===== src/rtl/freq_meas_gen_if.sv =====
// Control and result read port of the freq_meas_gen frequency counter.
// master: display/control logic side; slave: the counter core.
interface freq_meas_gen_if #(
    parameter int unsigned DIGITS = 8
) ();
    localparam int unsigned SelW = $clog2(DIGITS);

    logic [1:0]      gate_sel;
    logic            hold;
    logic [SelW-1:0] digit_sel;
    logic [3:0]      digit_bcd;
    logic            result_valid;
    logic            overflow;
    logic [1:0]      gate_exp;
    logic            gate_active;

    modport master (
        output gate_sel, hold, digit_sel,
        input  digit_bcd, result_valid, overflow, gate_exp, gate_active
    );

    modport slave (
        input  gate_sel, hold, digit_sel,
        output digit_bcd, result_valid, overflow, gate_exp, gate_active
    );
endinterface


===== src/rtl/freq_meas_gen.sv =====
// Gated BCD frequency counter with back-to-back gates and a blanked result register.
// Optional multiplexed 7-segment scanner enabled by defining FREQ_DISPLAY_SCAN_EN.
module freq_meas_gen #(
    parameter int unsigned CLK_HZ      = 10_000_000,
    parameter int unsigned DIGITS      = 8,
    parameter int unsigned SYNC_STAGES = 2
) (
    input  logic              clk,
    input  logic              rst_n,
    input  logic              sig_in,
    freq_meas_gen_if.slave    bus,
    output logic [7:0]        seg_n,
    output logic [DIGITS-1:0] dig_n
);
    localparam int unsigned PrescMax = CLK_HZ / 100;
    localparam int unsigned PrescW   = $clog2(PrescMax);

    typedef logic [DIGITS-1:0][3:0] bcd_t;
    typedef enum logic {StIdle, StCount} state_e;

    state_e                state_q, state_d;
    logic [SYNC_STAGES-1:0] sync_q;
    logic                  sync_last_q, edge_q;
    logic [PrescW-1:0]     presc_q, presc_d;
    logic [9:0]            tick_cnt_q, tick_cnt_d, gate_len_m1;
    logic [1:0]            gate_cur_q, gate_cur_d, gate_exp_q;
    bcd_t                  cnt_q, cnt_d, cnt_next, res_q;
    logic                  ovf_q, ovf_d, ovf_set, res_ovf_q, valid_q;
    logic                  tick, gate_start, gate_end, restart, latch, all_nines;

    function automatic bcd_t bcd_inc(input bcd_t v);
        logic carry;
        carry   = 1'b1;
        bcd_inc = v;
        for (int i = 0; i < DIGITS; i++) begin
            if (carry) begin
                if (v[i] == 4'd9) begin
                    bcd_inc[i] = 4'd0;
                end else begin
                    bcd_inc[i] = v[i] + 4'd1;
                    carry      = 1'b0;
                end
            end
        end
    endfunction

    // Zero digits above the most significant non-zero digit read as 4'hF.
    function automatic bcd_t blank_lz(input bcd_t v);
        logic seen;
        seen     = 1'b0;
        blank_lz = v;
        for (int i = DIGITS - 1; i > 0; i--) begin
            if (v[i] != 4'd0) seen = 1'b1;
            if (!seen) blank_lz[i] = 4'hF;
        end
    endfunction

    always_ff @(posedge clk or negedge rst_n) begin
        if (!rst_n) begin
            sync_q      <= '0;
            sync_last_q <= 1'b0;
            edge_q      <= 1'b0;
        end else begin
            sync_q      <= {sync_q[SYNC_STAGES-2:0], sig_in};
            sync_last_q <= sync_q[SYNC_STAGES-1];
            edge_q      <= sync_q[SYNC_STAGES-1] & ~sync_last_q;
        end
    end

    assign tick    = (presc_q == PrescW'(PrescMax - 1));
    assign presc_d = tick ? '0 : presc_q + 1'b1;

    always_comb begin
        gate_len_m1 = 10'd0;
        unique case (gate_cur_q)
            2'd0: gate_len_m1 = 10'd0;
            2'd1: gate_len_m1 = 10'd9;
            2'd2: gate_len_m1 = 10'd99;
            2'd3: gate_len_m1 = 10'd999;
        endcase
    end

    assign gate_start = (state_q == StIdle) && tick;
    assign gate_end   = (state_q == StCount) && tick && (tick_cnt_q == gate_len_m1);
    assign restart    = (state_q == StCount) && !gate_end && (bus.gate_sel != gate_cur_q);
    assign latch      = gate_end && !bus.hold;

    always_comb begin
        all_nines = 1'b1;
        for (int i = 0; i < DIGITS; i++) begin
            if (cnt_q[i] != 4'd9) all_nines = 1'b0;
        end
    end

    // Counter saturates at all 9s; the edge that would wrap it flags overflow instead.
    assign ovf_set  = edge_q && all_nines;
    assign cnt_next = (edge_q && !all_nines) ? bcd_inc(cnt_q) : cnt_q;

    always_ff @(posedge clk or negedge rst_n) begin
        if (!rst_n) state_q <= StIdle;
        else        state_q <= state_d;
    end

    always_comb begin
        state_d = state_q;
        unique case (state_q)
            StIdle:  if (tick) state_d = StCount;
            StCount: if (restart) state_d = StIdle;
        endcase
    end

    always_comb begin
        bus.gate_active = (state_q == StCount);
    end

    always_comb begin
        cnt_d      = cnt_q;
        tick_cnt_d = tick_cnt_q;
        gate_cur_d = gate_cur_q;
        ovf_d      = ovf_q;
        if (gate_start || gate_end) begin
            cnt_d      = '0;
            tick_cnt_d = '0;
            gate_cur_d = bus.gate_sel;
            ovf_d      = 1'b0;
        end else if (restart) begin
            cnt_d      = '0;
            tick_cnt_d = '0;
            ovf_d      = 1'b0;
        end else if (state_q == StCount) begin
            cnt_d = cnt_next;
            ovf_d = ovf_q | ovf_set;
            if (tick) tick_cnt_d = tick_cnt_q + 10'd1;
        end
    end

    always_ff @(posedge clk or negedge rst_n) begin
        if (!rst_n) begin
            presc_q    <= '0;
            tick_cnt_q <= '0;
            gate_cur_q <= '0;
            cnt_q      <= '0;
            ovf_q      <= 1'b0;
            res_q      <= {DIGITS{4'hF}};
            res_ovf_q  <= 1'b0;
            gate_exp_q <= '0;
            valid_q    <= 1'b0;
        end else begin
            presc_q    <= presc_d;
            tick_cnt_q <= tick_cnt_d;
            gate_cur_q <= gate_cur_d;
            cnt_q      <= cnt_d;
            ovf_q      <= ovf_d;
            valid_q    <= latch;
            if (latch) begin
                res_q      <= blank_lz(cnt_next);
                res_ovf_q  <= ovf_q | ovf_set;
                gate_exp_q <= gate_cur_q;
            end
        end
    end

    always_comb begin
        bus.digit_bcd = 4'hF;
        if (32'(bus.digit_sel) < DIGITS) bus.digit_bcd = res_q[bus.digit_sel];
    end

    assign bus.result_valid = valid_q;
    assign bus.overflow     = res_ovf_q;
    assign bus.gate_exp     = gate_exp_q;

`ifdef FREQ_DISPLAY_SCAN_EN
    localparam int unsigned DwellClk = (CLK_HZ >= 2000) ? CLK_HZ / 1000 : 2;
    localparam int unsigned BlankClk = CLK_HZ / 100000;
    localparam int unsigned DwellW   = $clog2(DwellClk);
    localparam int unsigned ScanW    = $clog2(DIGITS);

    logic [DwellW-1:0] dwell_q;
    logic [ScanW-1:0]  scan_q, scan_p_q;
    logic              blank_p_q, dwell_blank, dp_on;
    logic [7:0]        seg_q;
    logic [DIGITS-1:0] dig_q, dig_en;

    function automatic logic [6:0] seg7(input logic [3:0] d);
        case (d)
            4'd0: seg7 = 7'h3F;
            4'd1: seg7 = 7'h06;
            4'd2: seg7 = 7'h5B;
            4'd3: seg7 = 7'h4F;
            4'd4: seg7 = 7'h66;
            4'd5: seg7 = 7'h6D;
            4'd6: seg7 = 7'h7D;
            4'd7: seg7 = 7'h07;
            4'd8: seg7 = 7'h7F;
            4'd9: seg7 = 7'h6F;
            default: seg7 = 7'h00;
        endcase
    endfunction

    always_comb begin
        dwell_blank = (32'(dwell_q) < BlankClk) || (32'(dwell_q) >= DwellClk - BlankClk);
        dp_on = ((gate_exp_q != 2'd3) && (32'(scan_q) + 32'(gate_exp_q) == 32'd2)) ||
                ((scan_q == '0) && res_ovf_q);
        dig_en = '0;
        dig_en[scan_p_q] = 1'b1;
    end

    // Segments lead the digit enable by one clock so the anode never sees stale segments.
    always_ff @(posedge clk or negedge rst_n) begin
        if (!rst_n) begin
            dwell_q   <= '0;
            scan_q    <= ScanW'(DIGITS - 1);
            scan_p_q  <= '0;
            blank_p_q <= 1'b1;
            seg_q     <= 8'hFF;
            dig_q     <= '1;
        end else begin
            if (dwell_q == DwellW'(DwellClk - 1)) begin
                dwell_q <= '0;
                scan_q  <= (scan_q == '0) ? ScanW'(DIGITS - 1) : scan_q - 1'b1;
            end else begin
                dwell_q <= dwell_q + 1'b1;
            end
            seg_q     <= {~dp_on, ~seg7(res_q[scan_q])};
            scan_p_q  <= scan_q;
            blank_p_q <= dwell_blank;
            dig_q     <= blank_p_q ? '1 : ~dig_en;
        end
    end

    assign seg_n = seg_q;
    assign dig_n = dig_q;
`else
    assign seg_n = 8'hFF;
    assign dig_n = '1;
`endif
endmodule

===== src/flat_wrapper.sv =====
// flat-port wrapper written by rule: the top's interface ports become plain ports
module freq_meas_gen_flat 
#(
    parameter int unsigned CLK_HZ      = 10_000_000,
    parameter int unsigned DIGITS      = 8,
    parameter int unsigned SYNC_STAGES = 2
)
  (clk, rst_n, sig_in, seg_n, dig_n, bus_gate_sel, bus_hold, bus_digit_sel, bus_digit_bcd, bus_result_valid, bus_overflow, bus_gate_exp, bus_gate_active);
  freq_meas_gen_if #(.DIGITS(DIGITS)) bus_i ();
  input  logic clk;
  input  logic rst_n;
  input  logic sig_in;
  output logic [7:0] seg_n;
  output logic [DIGITS-1:0] dig_n;
  input wire logic [$bits(bus_i.gate_sel)-1:0] bus_gate_sel;
  input wire logic [$bits(bus_i.hold)-1:0] bus_hold;
  input wire logic [$bits(bus_i.digit_sel)-1:0] bus_digit_sel;
  output wire logic [$bits(bus_i.digit_bcd)-1:0] bus_digit_bcd;
  output wire logic [$bits(bus_i.result_valid)-1:0] bus_result_valid;
  output wire logic [$bits(bus_i.overflow)-1:0] bus_overflow;
  output wire logic [$bits(bus_i.gate_exp)-1:0] bus_gate_exp;
  output wire logic [$bits(bus_i.gate_active)-1:0] bus_gate_active;
  assign bus_i.gate_sel = bus_gate_sel;
  assign bus_i.hold = bus_hold;
  assign bus_i.digit_sel = bus_digit_sel;
  assign bus_digit_bcd = bus_i.digit_bcd;
  assign bus_result_valid = bus_i.result_valid;
  assign bus_overflow = bus_i.overflow;
  assign bus_gate_exp = bus_i.gate_exp;
  assign bus_gate_active = bus_i.gate_active;
  freq_meas_gen #(.CLK_HZ(CLK_HZ), .DIGITS(DIGITS), .SYNC_STAGES(SYNC_STAGES)) u_core (.clk(clk), .rst_n(rst_n), .sig_in(sig_in), .bus(bus_i), .seg_n(seg_n), .dig_n(dig_n));
endmodule

===== config.mk =====
export PLATFORM = sky130hd
export DESIGN_NAME = freq_meas_gen_flat
export DESIGN_NICKNAME = d
export VERILOG_FILES = /design/src/rtl/freq_meas_gen_if.sv /design/src/rtl/freq_meas_gen.sv /design/src/flat_wrapper.sv
export SDC_FILE = /design/constraint.sdc
export NUM_CORES = 1
export LEC_CHECK = 0
export ABC_CLOCK_PERIOD_IN_PS = 3700
export CORE_UTILIZATION = 62
export CTS_BUF_LIST = sky130_fd_sc_hd__clkbuf_8
export CTS_CLUSTER_DIAMETER = 100
export CTS_CLUSTER_SIZE = 24
export DETAILED_ROUTE_END_ITERATION = 7
export GPL_TIMING_DRIVEN = 0
export PLACE_DENSITY = 0.82
export SYNTH_ARGS = -nofsm -noshare
export SYNTH_HDL_FRONTEND = slang
export SYNTH_SLANG_ARGS = --single-unit

===== constraint.sdc =====
create_clock -name clk -period 3.7 [get_ports clk]
set_input_delay 0.37 -clock clk [delete_from_list [all_inputs] [get_ports clk]]
set_output_delay 0.37 -clock clk [all_outputs]
set_load 0.03 [all_outputs]

==> results of run 1 <==
-- cell type report --
type	instances	share of cell area (%)
Timing Repair Buffer	16	2.60
Multi-Input combinational cell	512	48.2
Clock inverter	7	0.817
Sequential cell	103	38.8
Inverter	9	0.501
Tap cell	133	2.47
Clock buffer	9	1.84
Buffer	58	4.77
-- power breakdown --
| part | leakage (nW) | switching, mW | internal (mW) |
|---|---|---|---|
| logic | 1.37 | 0.142 | 0.0733 |
| clock network | 0.0935 | 0.426 | 0.254 |
| registers | 1.29 | 0.0216 | 1.14 |
| total | 2.75 | 0.589 | 1.47 |
-- layer usage --
metal	part of all wire, %	GRT usage, %
met5	0	0
met4	3.8	14.2
met3	7.5	6.07
met1	41	43.1
met2	48	50.5
-- cells in the final DEF, fill, tap and decap left out, drive strengths merged, types with 16 or more instances in the layout --
master	netlist	final
nand3	23	23
nor3	19	19
nand2	76	76
o21ai	54	54
buf	34	36
clkbuf	24	33
a21oi	41	41
nand4	20	20
xnor2	22	22
dfrtp	71	71
conb	1	16
xor2	16	16
nor2	69	69
dfstp	32	32
-- Yosys cell counts, types with 3 or more instances --
cell,instances,area [um^2]
sky130_fd_sc_hd__a21o_1,3,22.5
sky130_fd_sc_hd__a21oi_1,41,205
sky130_fd_sc_hd__a22o_1,8,70.1
sky130_fd_sc_hd__a31oi_1,9,56.3
sky130_fd_sc_hd__and2_1,6,37.5
sky130_fd_sc_hd__and3_1,6,37.5
sky130_fd_sc_hd__and4_1,5,43.8
sky130_fd_sc_hd__and4bb_1,3,37.5
sky130_fd_sc_hd__and4bb_4,3,48.8
sky130_fd_sc_hd__buf_2,14,70.1
sky130_fd_sc_hd__buf_4,17,128
sky130_fd_sc_hd__buf_6,3,33.8
sky130_fd_sc_hd__clkbuf_1,24,90.1
sky130_fd_sc_hd__dfrtp_1,71,1780
sky130_fd_sc_hd__dfstp_2,32,841
sky130_fd_sc_hd__inv_1,9,33.8
sky130_fd_sc_hd__mux2_2,9,101
sky130_fd_sc_hd__mux2i_1,4,40.0
sky130_fd_sc_hd__mux4_2,8,180
sky130_fd_sc_hd__nand2_1,76,285
sky130_fd_sc_hd__nand2b_1,5,31.3
sky130_fd_sc_hd__nand3_1,22,110
sky130_fd_sc_hd__nand3b_1,4,30.0
sky130_fd_sc_hd__nand4_1,20,125
sky130_fd_sc_hd__nand4bb_1,3,33.8
sky130_fd_sc_hd__nor2_1,69,259
sky130_fd_sc_hd__nor2b_1,13,81.3
sky130_fd_sc_hd__nor3_1,18,90.1
sky130_fd_sc_hd__nor4_1,10,62.6
sky130_fd_sc_hd__o211ai_1,4,30.0
sky130_fd_sc_hd__o21a_1,3,22.5
sky130_fd_sc_hd__o21ai_0,49,245
sky130_fd_sc_hd__o21ai_1,3,15.0
sky130_fd_sc_hd__o22ai_1,3,18.8
sky130_fd_sc_hd__or4_1,6,45.0
sky130_fd_sc_hd__xnor2_1,22,193
sky130_fd_sc_hd__xor2_1,16,140
-- flip-flops by register name (all words and copies together) (netlist names) --
| signal | flops |
|---|---|
| u_core.bus.result_valid | 1 |
| u_core.ovf_q | 1 |
| u_core.sync_q | 2 |
| u_core.tick_cnt_q | 10 |
| u_core.gate_cur_q | 2 |
| u_core.edge_q | 1 |
| u_core.bus.overflow | 1 |
| u_core.cnt_q | 32 |
| u_core.bus.gate_exp | 2 |
| u_core.presc_q | 17 |
| u_core.bus.gate_active | 1 |
| u_core.res_q | 32 |
| u_core.sync_last_q | 1 |
-- per-stage QoR --
step / total power, mW / util, % / cells / area, um^2 / hold slack [ps]
floorplan: 1.32 / - / 682 / 6220 / 74.4
global placement: 1.38 / 67.5 / 830 / 6530 / 345
detailed placement: 1.40 / 67.7 / 831 / 6560 / 354
CTS: 2.06 / 69.6 / 847 / 6740 / 30.8
global route: 2.13 / 69.6 / 847 / 6740 / 58.9
finish: 2.06 / 69.6 / 847 / 6740 / 9.25
-- worst max-delay path: cells and delay by family, from the launching register on --
family	cells	cell delay, ps
AOI/OAI and AO/OA	1	90
buffers and inverters	2	390
muxes	1	200
and+or+nand+nor	5	2160
DFF	1	350
-- final timing paths --
check                            startpoint              endpoint  slack [ps]  cells past startpoint
min reg2reg                u_core.sync_q[0]      u_core.sync_q[1]         390                      0
min in group clk           u_core.sync_q[0]      u_core.sync_q[1]         390                      0
max                        u_core.cnt_q[31]       u_core.res_q[7]         450                      9
max in group asynchronous             rst_n  u_core.tick_cnt_q[3]        3010                      2
max reg2reg                u_core.cnt_q[31]       u_core.res_q[7]         450                      9
min                                   rst_n      u_core.cnt_q[21]           9                      1
-- cell families (layout without fill, tap and decap cells) --
kind of cell    Yosys count  in the layout
other cells               1             16
xor+xnor                 38             38
simple gates            292            292
buf+inv                  67             99
flops                   103            103
mux                      21             21
compound gates          143            143
fa+ha+maj                 2              2
==> impl_summary.log, run 1 <==
INFO  metric drtPass1Iterations = 7
INFO  metric cts_buffer_depth = 2
INFO  metric worstMarginPinSlew = 1190 ps
INFO  metric power.static_leakage = 2.75 nW
INFO  metric cts_hold_buffers = 0
INFO  metric timing_hold_violations_final = 0
INFO  metric timing.critical_path.required = 4010 ps
INFO  metric detailedRoute.firstIterationViolations = 526
INFO  metric series_of_cell_instances_along_the_critical_path = buf_6, nor4bb_1, and4_1, clkbuf_1, nor3_2, mux2i_1, or4_1, or4b_4, o211ai_2
INFO  metric synth-seq-cells = 103
INFO  metric synthSimpleGateAreaFrac = between 20% and 30%
INFO  metric worstSetupEndpointType = flip-flop
INFO  metric detailedPlacementHpwl = 11400 um
INFO  metric setup_slack = 447 ps
INFO  metric std_cell_rows = 36
INFO  metric ys_dominant_reg_cell = sky130_fd_sc_hd__dfrtp_1
INFO  metric multiInputGateArea = 0.00324 mm^2
INFO  metric clk_latency = approximately 380 ps
INFO  metric grt_pass1_vias = approximately 5000
INFO  metric cellPowerDensity = around 310 mW/mm^2
INFO  metric final.period_utilization = about 90%
INFO  metric per_instance_average_area_after_synthesis = 9.24 um^2
INFO  metric total_congestion_overflow = 0
INFO  metric wire_length_of_the_first_global_routing_pass = 24900 um
INFO  metric fp.dieArea = between 0.01 and 0.015 mm^2
INFO  metric synth.cell_area = ~0.0062 mm^2
INFO  metric syn_to_final_growth = 9.36%
INFO  metric drv.max_cap_violation_count = 0
INFO  metric place_worst_setup_slack = 556 ps
INFO  metric setup-violations-final = 0
INFO  metric route.antenna.remaining_nets = 0
INFO  metric final_layout_size_suffix_gt1_share = 17.2%
INFO  metric grt_antenna_before_repair = 0
INFO  metric cts-htree-levels = 3
INFO  metric grt_start_max_net_pins = 54
INFO  metric clockRootBuffer = sky130_fd_sc_hd__clkbuf_8
INFO  metric die_width = 102 um
INFO  metric total_routing_usage_reported_by_global_routing = about a third
INFO  metric io-pin-count = 34
INFO  metric timing.critical_path.slowest_cell_delay = 680 ps
INFO  metric yosysSeqAreaShare = 42.5%
INFO  metric detail_route.wl_per_cell = approximately 18 um
INFO  metric synth_enable_flop_cells = 0
INFO  metric synthesis.instances = between 600 and 700
INFO  metric cts_resized = 0
INFO  metric cts_num_sinks = roughly 100
INFO  metric period_minus_slack = 3250 ps
INFO  metric drc = 0
INFO  metric via_per_inst = 6.30
INFO  metric cp-start-kind = flip-flop
INFO  metric buffer_ports.inserted = 15
INFO  metric n_antenna_cell = 0
INFO  metric crit_type = reg2reg
INFO  metric critical_path_peak_fanout = 10
INFO  metric muxShareOfSynthArea = between 5 and 6%
INFO  metric final_nets = roughly 700
INFO  metric slowest_stage = sky130_fd_sc_hd__nor4bb_1
INFO  metric yosys.area_share.xor_xnor = 5.40%
INFO  metric vdd_ir_drop_max = 0.195 mV
INFO  metric synth_compound_area_share = 14.3%
INFO  metric postCtsSetupBuffers = 0
INFO  metric aggregate_negative_setup_slack = 0 ps
INFO  metric gp_congestion = between 0.9 and 1
INFO  metric ys_warn_count = 0
INFO  metric type_of_the_worst_min_delay_path = in2async
INFO  metric tritoncts.num_buffers = 9
INFO  metric route.vias.total = 5340
INFO  metric number_of_slew_limit_violations_in_the_final_report = 0
INFO  metric max_clock_freq = 0.307 GHz
INFO  metric dominant_combinational_cell_family_by_area_after_synthesis = simple AND/OR/NAND/NOR gates
INFO  metric rsz0062_at_grt = no
INFO  metric effective_utilization_at_floorplan = 63.6%
INFO  metric run_status = finished clean
INFO  metric route.final.wire_length = 15400 um
INFO  metric worst_slew_margin_rel = around a fifth
INFO  metric dieHeight = 102 um
INFO  metric num-fill-cells = 754
INFO  metric area.sequential = 0.00262 mm^2
INFO  metric synth-async-reset-ratio = 100%
INFO  metric skew = 12.1 ps
INFO  metric netlist-cell-type-count = 74
INFO  metric clock_tree_from_tritoncts = yes
INFO  metric synthAdderAreaFrac = 0.406%
INFO  metric cp_data_arrival_time = 3560 ps
INFO  metric placeableCoreArea = 0.00968 mm^2
INFO  metric clk_pin_slew_worst_paths = 110 ps
Power figures use the tool's default switching activity.
==> run 2, diff against run 1 <==
ABC_CLOCK_PERIOD_IN_PS = 3900   (was 3700)
CORE_UTILIZATION = 65   (was 62)
PLACE_DENSITY = 0.86   (was 0.82)
clock period = 3.9 ns   (was 3.7 ns; I/O delays follow)
==> run 2 against run 1 <==
Against the previous run:
- final cell count is 2.6% lower
- clock skew rose by 1.1 ps
- register-to-register slack improved by 230 ps
- hold slack improved by 26 ps
- sequential power down 5%
- largest cell class unchanged
==> impl_summary.log, run 2 (synthesis gave the netlist of run 1 again) <==
INFO  metric cts_buffer_depth = 2 (unchanged)
INFO  metric postCtsSetupBuffers = 0 (unchanged)
INFO  metric design_area = 0.00673 mm^2 (about the same)
INFO  metric num-fill-cells = 682 (-9.5%)
INFO  metric timing.critical_path.slowest_cell_delay = 630 ps (-50 ps)
INFO  metric cts_num_sinks = 103 (unchanged)
INFO  metric cellPowerDensity = 295 mW/mm^2 (-3.5%)
INFO  metric cts_hold_buffers = 0 (unchanged)
INFO  metric timing_hold_violations_final = 0 (unchanged)
INFO  metric drc = 0 (unchanged)
INFO  metric dieHeight = 99.4 um (-2.3%)
INFO  metric vdd_ir_drop_max = 0.245 mV (+26%)
INFO  metric final.period_utilization = 82.7% (-5.3 points)
INFO  metric worst_slew_margin_rel = 10.7% (-9.5 points)
INFO  metric cts_resized = 0 (unchanged)
INFO  metric layout_common_cells = sky130_fd_sc_hd__nand2_1 (76), sky130_fd_sc_hd__dfrtp_1 (71), sky130_fd_sc_hd__nor2_1 (69)
INFO  metric layout_commonest_cell = sky130_fd_sc_hd__nand2_1
INFO  metric wire_length_of_the_first_global_routing_pass = 25100 um (+0.47%)
INFO  metric number_of_slew_limit_violations_in_the_final_report = 0 (unchanged)
INFO  metric place_worst_setup_slack = 761 ps (+205 ps)
INFO  metric detailedPlacementHpwl = 11100 um (-2.3%)
INFO  metric effective_utilization_at_floorplan = 67.0% (+3.4 points)
INFO  metric fp.dieArea = 0.00987 mm^2 (-4.5%)
INFO  metric power.static_leakage = 2.76 nW (+0.42%)
INFO  metric tritoncts.num_buffers = 9 (unchanged)
INFO  metric worstMarginPinSlew = 1330 ps (+142 ps)
INFO  metric drv.max_cap_violation_count = 0 (unchanged)
INFO  metric period_minus_slack = 3220 ps (-29.5 ps)
INFO  metric dpl-instance-area = 0.00653 mm^2 (-0.42%)
INFO  metric route.antenna.remaining_nets = 0 (unchanged)
INFO  metric via_per_inst = 6.37 (+1.1%)
INFO  metric total_routing_usage_reported_by_global_routing = 33.1% (+1.1 points)
INFO  metric rsz0062_at_grt = no
INFO  metric critPathMostFrequentCell = sky130_fd_sc_hd__o21ai_1
INFO  metric clockRootBuffer = sky130_fd_sc_hd__clkbuf_8
INFO  metric route.vias.total = 5257 (-1.6%)
INFO  metric critical_path_peak_fanout = 9 (-1)
INFO  metric grt_start_max_net_pins = 55 (+1.9%)
INFO  metric final_layout_size_suffix_gt1_share = 17.1% (-0.14 points)
INFO  metric grt_antenna_before_repair = 0 (unchanged)
INFO  metric series_of_cell_instances_along_the_critical_path = clkbuf_1, or3b_2, nor3_1, o21ai_1, or4_1, o21ai_0, nand2_1, o21ai_1
INFO  metric total_congestion_overflow = 0 (unchanged)
INFO  metric clk_pin_slew_worst_paths = 100 ps (about the same)
INFO  metric cts-htree-levels = 3 (unchanged)
INFO  metric multiInputGateArea = 0.00324 mm^2 (unchanged)
INFO  metric final_nets = 720 (unchanged)
INFO  metric top_regs = u_core.cnt_q (32), u_core.res_q (32), u_core.presc_q (17)
INFO  metric placeableCoreArea = 0.00920 mm^2 (-5.0%)
INFO  metric clock_tree_from_tritoncts = yes
INFO  metric n_antenna_cell = 0 (unchanged)
INFO  metric cp_data_arrival_time = 3520 ps (-40 ps)
INFO  metric timing.critical_path.required = 4200 ps (+190 ps)
INFO  metric setup-violations-final = 0 (unchanged)
INFO  metric die_width = 99.4 um (-2.3%)
INFO  metric route.final.wire_length = 15200 um (-1.6%)
INFO  metric timing.critical_path.buf_inv = 1 (-1)
INFO  metric detail_route.wl_per_cell = 18.4 um (+1.1%)
INFO  metric setup_slack = 676 ps (+230 ps)
INFO  metric std_cell_rows = 35 (-2.8%)
INFO  metric area.sequential = 0.00262 mm^2 (unchanged)
INFO  metric buffer_ports.inserted = 15 (unchanged)
INFO  metric worstSetupEndpointType = flip-flop
INFO  metric final_util = 73.2% (+3.6 points)
INFO  metric type_of_the_worst_min_delay_path = in2async
INFO  metric skew = 13.2 ps (+1.13 ps)
INFO  metric io-pin-count = 34 (unchanged)
INFO  metric crit_type = reg2reg
INFO  metric clk_latency = 370 ps (about the same)
INFO  metric slowest_stage = sky130_fd_sc_hd__nor3_1
INFO  metric drtPass1Iterations = 5 (-2)
INFO  metric gp_congestion = 0.968 (about the same)
INFO  metric detailedRoute.firstIterationViolations = 537 (+2.1%)
INFO  metric max_clock_freq = 0.310 GHz (+0.92%)
INFO  metric grt_pass1_vias = 4924 (-1.6%)
INFO  metric run_status = finished clean
INFO  metric syn_to_final_growth = 9.26% (about the same)
INFO  metric delay_heaviest_family_cp = simple AND/OR/NAND/NOR gates
INFO  metric cp-start-kind = flip-flop
run 2: changes by cell type in the layout (fill, tap and decap cells not counted):
cell                         change
sky130_fd_sc_hd__inv_1           +2
sky130_fd_sc_hd__inv_6           -2
sky130_fd_sc_hd__bufinv_16       +1
sky130_fd_sc_hd__clkbuf_8        +1
sky130_fd_sc_hd__clkinv_1        -1
sky130_fd_sc_hd__clkinv_2        -1
sky130_fd_sc_hd__clkinvlp_4      +1
sky130_fd_sc_hd__inv_8           -1
run 2: worst paths after layout:
| kind | from | end | slack (ps) | cells after the start |
|---|---|---|---|---|
| max | u_core.cnt_q[5] | u_core.cnt_q[9] | 680 | 8 |
| max in group asynchronous | rst_n | u_core.tick_cnt_q[8] | 3180 | 2 |
| min reg2reg | u_core.sync_q[0] | u_core.sync_q[1] | 360 | 0 |
| max reg2reg | u_core.cnt_q[5] | u_core.cnt_q[9] | 680 | 8 |
| min | rst_n | u_core.ovf_q | 40 | 1 |
| min in group clk | u_core.sync_q[0] | u_core.sync_q[1] | 360 | 0 |
run 2: routing by layer:
metal	share of wire [%]	track usage, %	vias up	wire (um)
met1	41	44.7	2507	6170
met5	0	0	-	0
met3	8.5	4.85	41	1290
li1	-	-	2443	-
met2	49	55.3	266	7370
met4	2.2	11.1	0	336
run 2: cell type report:
class                           count  share of cell area (%)
Buffer                             58                    4.78
Clock buffer                       10                    2.04
Clock inverter                      6                   0.929
Inverter                            9                   0.502
Multi-Input combinational cell    512                    48.2
Sequential cell                   103                    38.9
Tap cell                          111                    2.06
Timing Repair Buffer               16                    2.60
run 2: worst register-to-register path: cells and delay by family (launching register included):
| kind | cells | cell delay, ps |
|---|---|---|
| AND/OR/NAND/NOR | 4 | 1800 |
| buffers and inverters | 1 | 190 |
| flip-flops | 1 | 370 |
| AO/OA/AOI/OAI | 3 | 790 |
run 2: metrics by stage:
| stage | hold slack, ps | setup TNS [ps] | power [mW] | cells |
|---|---|---|---|---|
| final | 35.5 | 0 | 1.99 | 825 |
| after global routing | 65.8 | 0 | 2.06 | 825 |
| after CTS | 44.9 | 0 | 1.99 | 825 |
| after detailed placement | 335 | 0 | 1.32 | 809 |
| after global placement | 341 | -89140 | 1.31 | 808 |
| after floorplan | 94.4 | 0 | 1.25 | 682 |
run 2: report_power, final:
group / switching [mW] / internal, mW
registers: 0.0200 / 1.08
clock network: 0.366 / 0.312
logic: 0.134 / 0.0696
total: 0.520 / 1.47
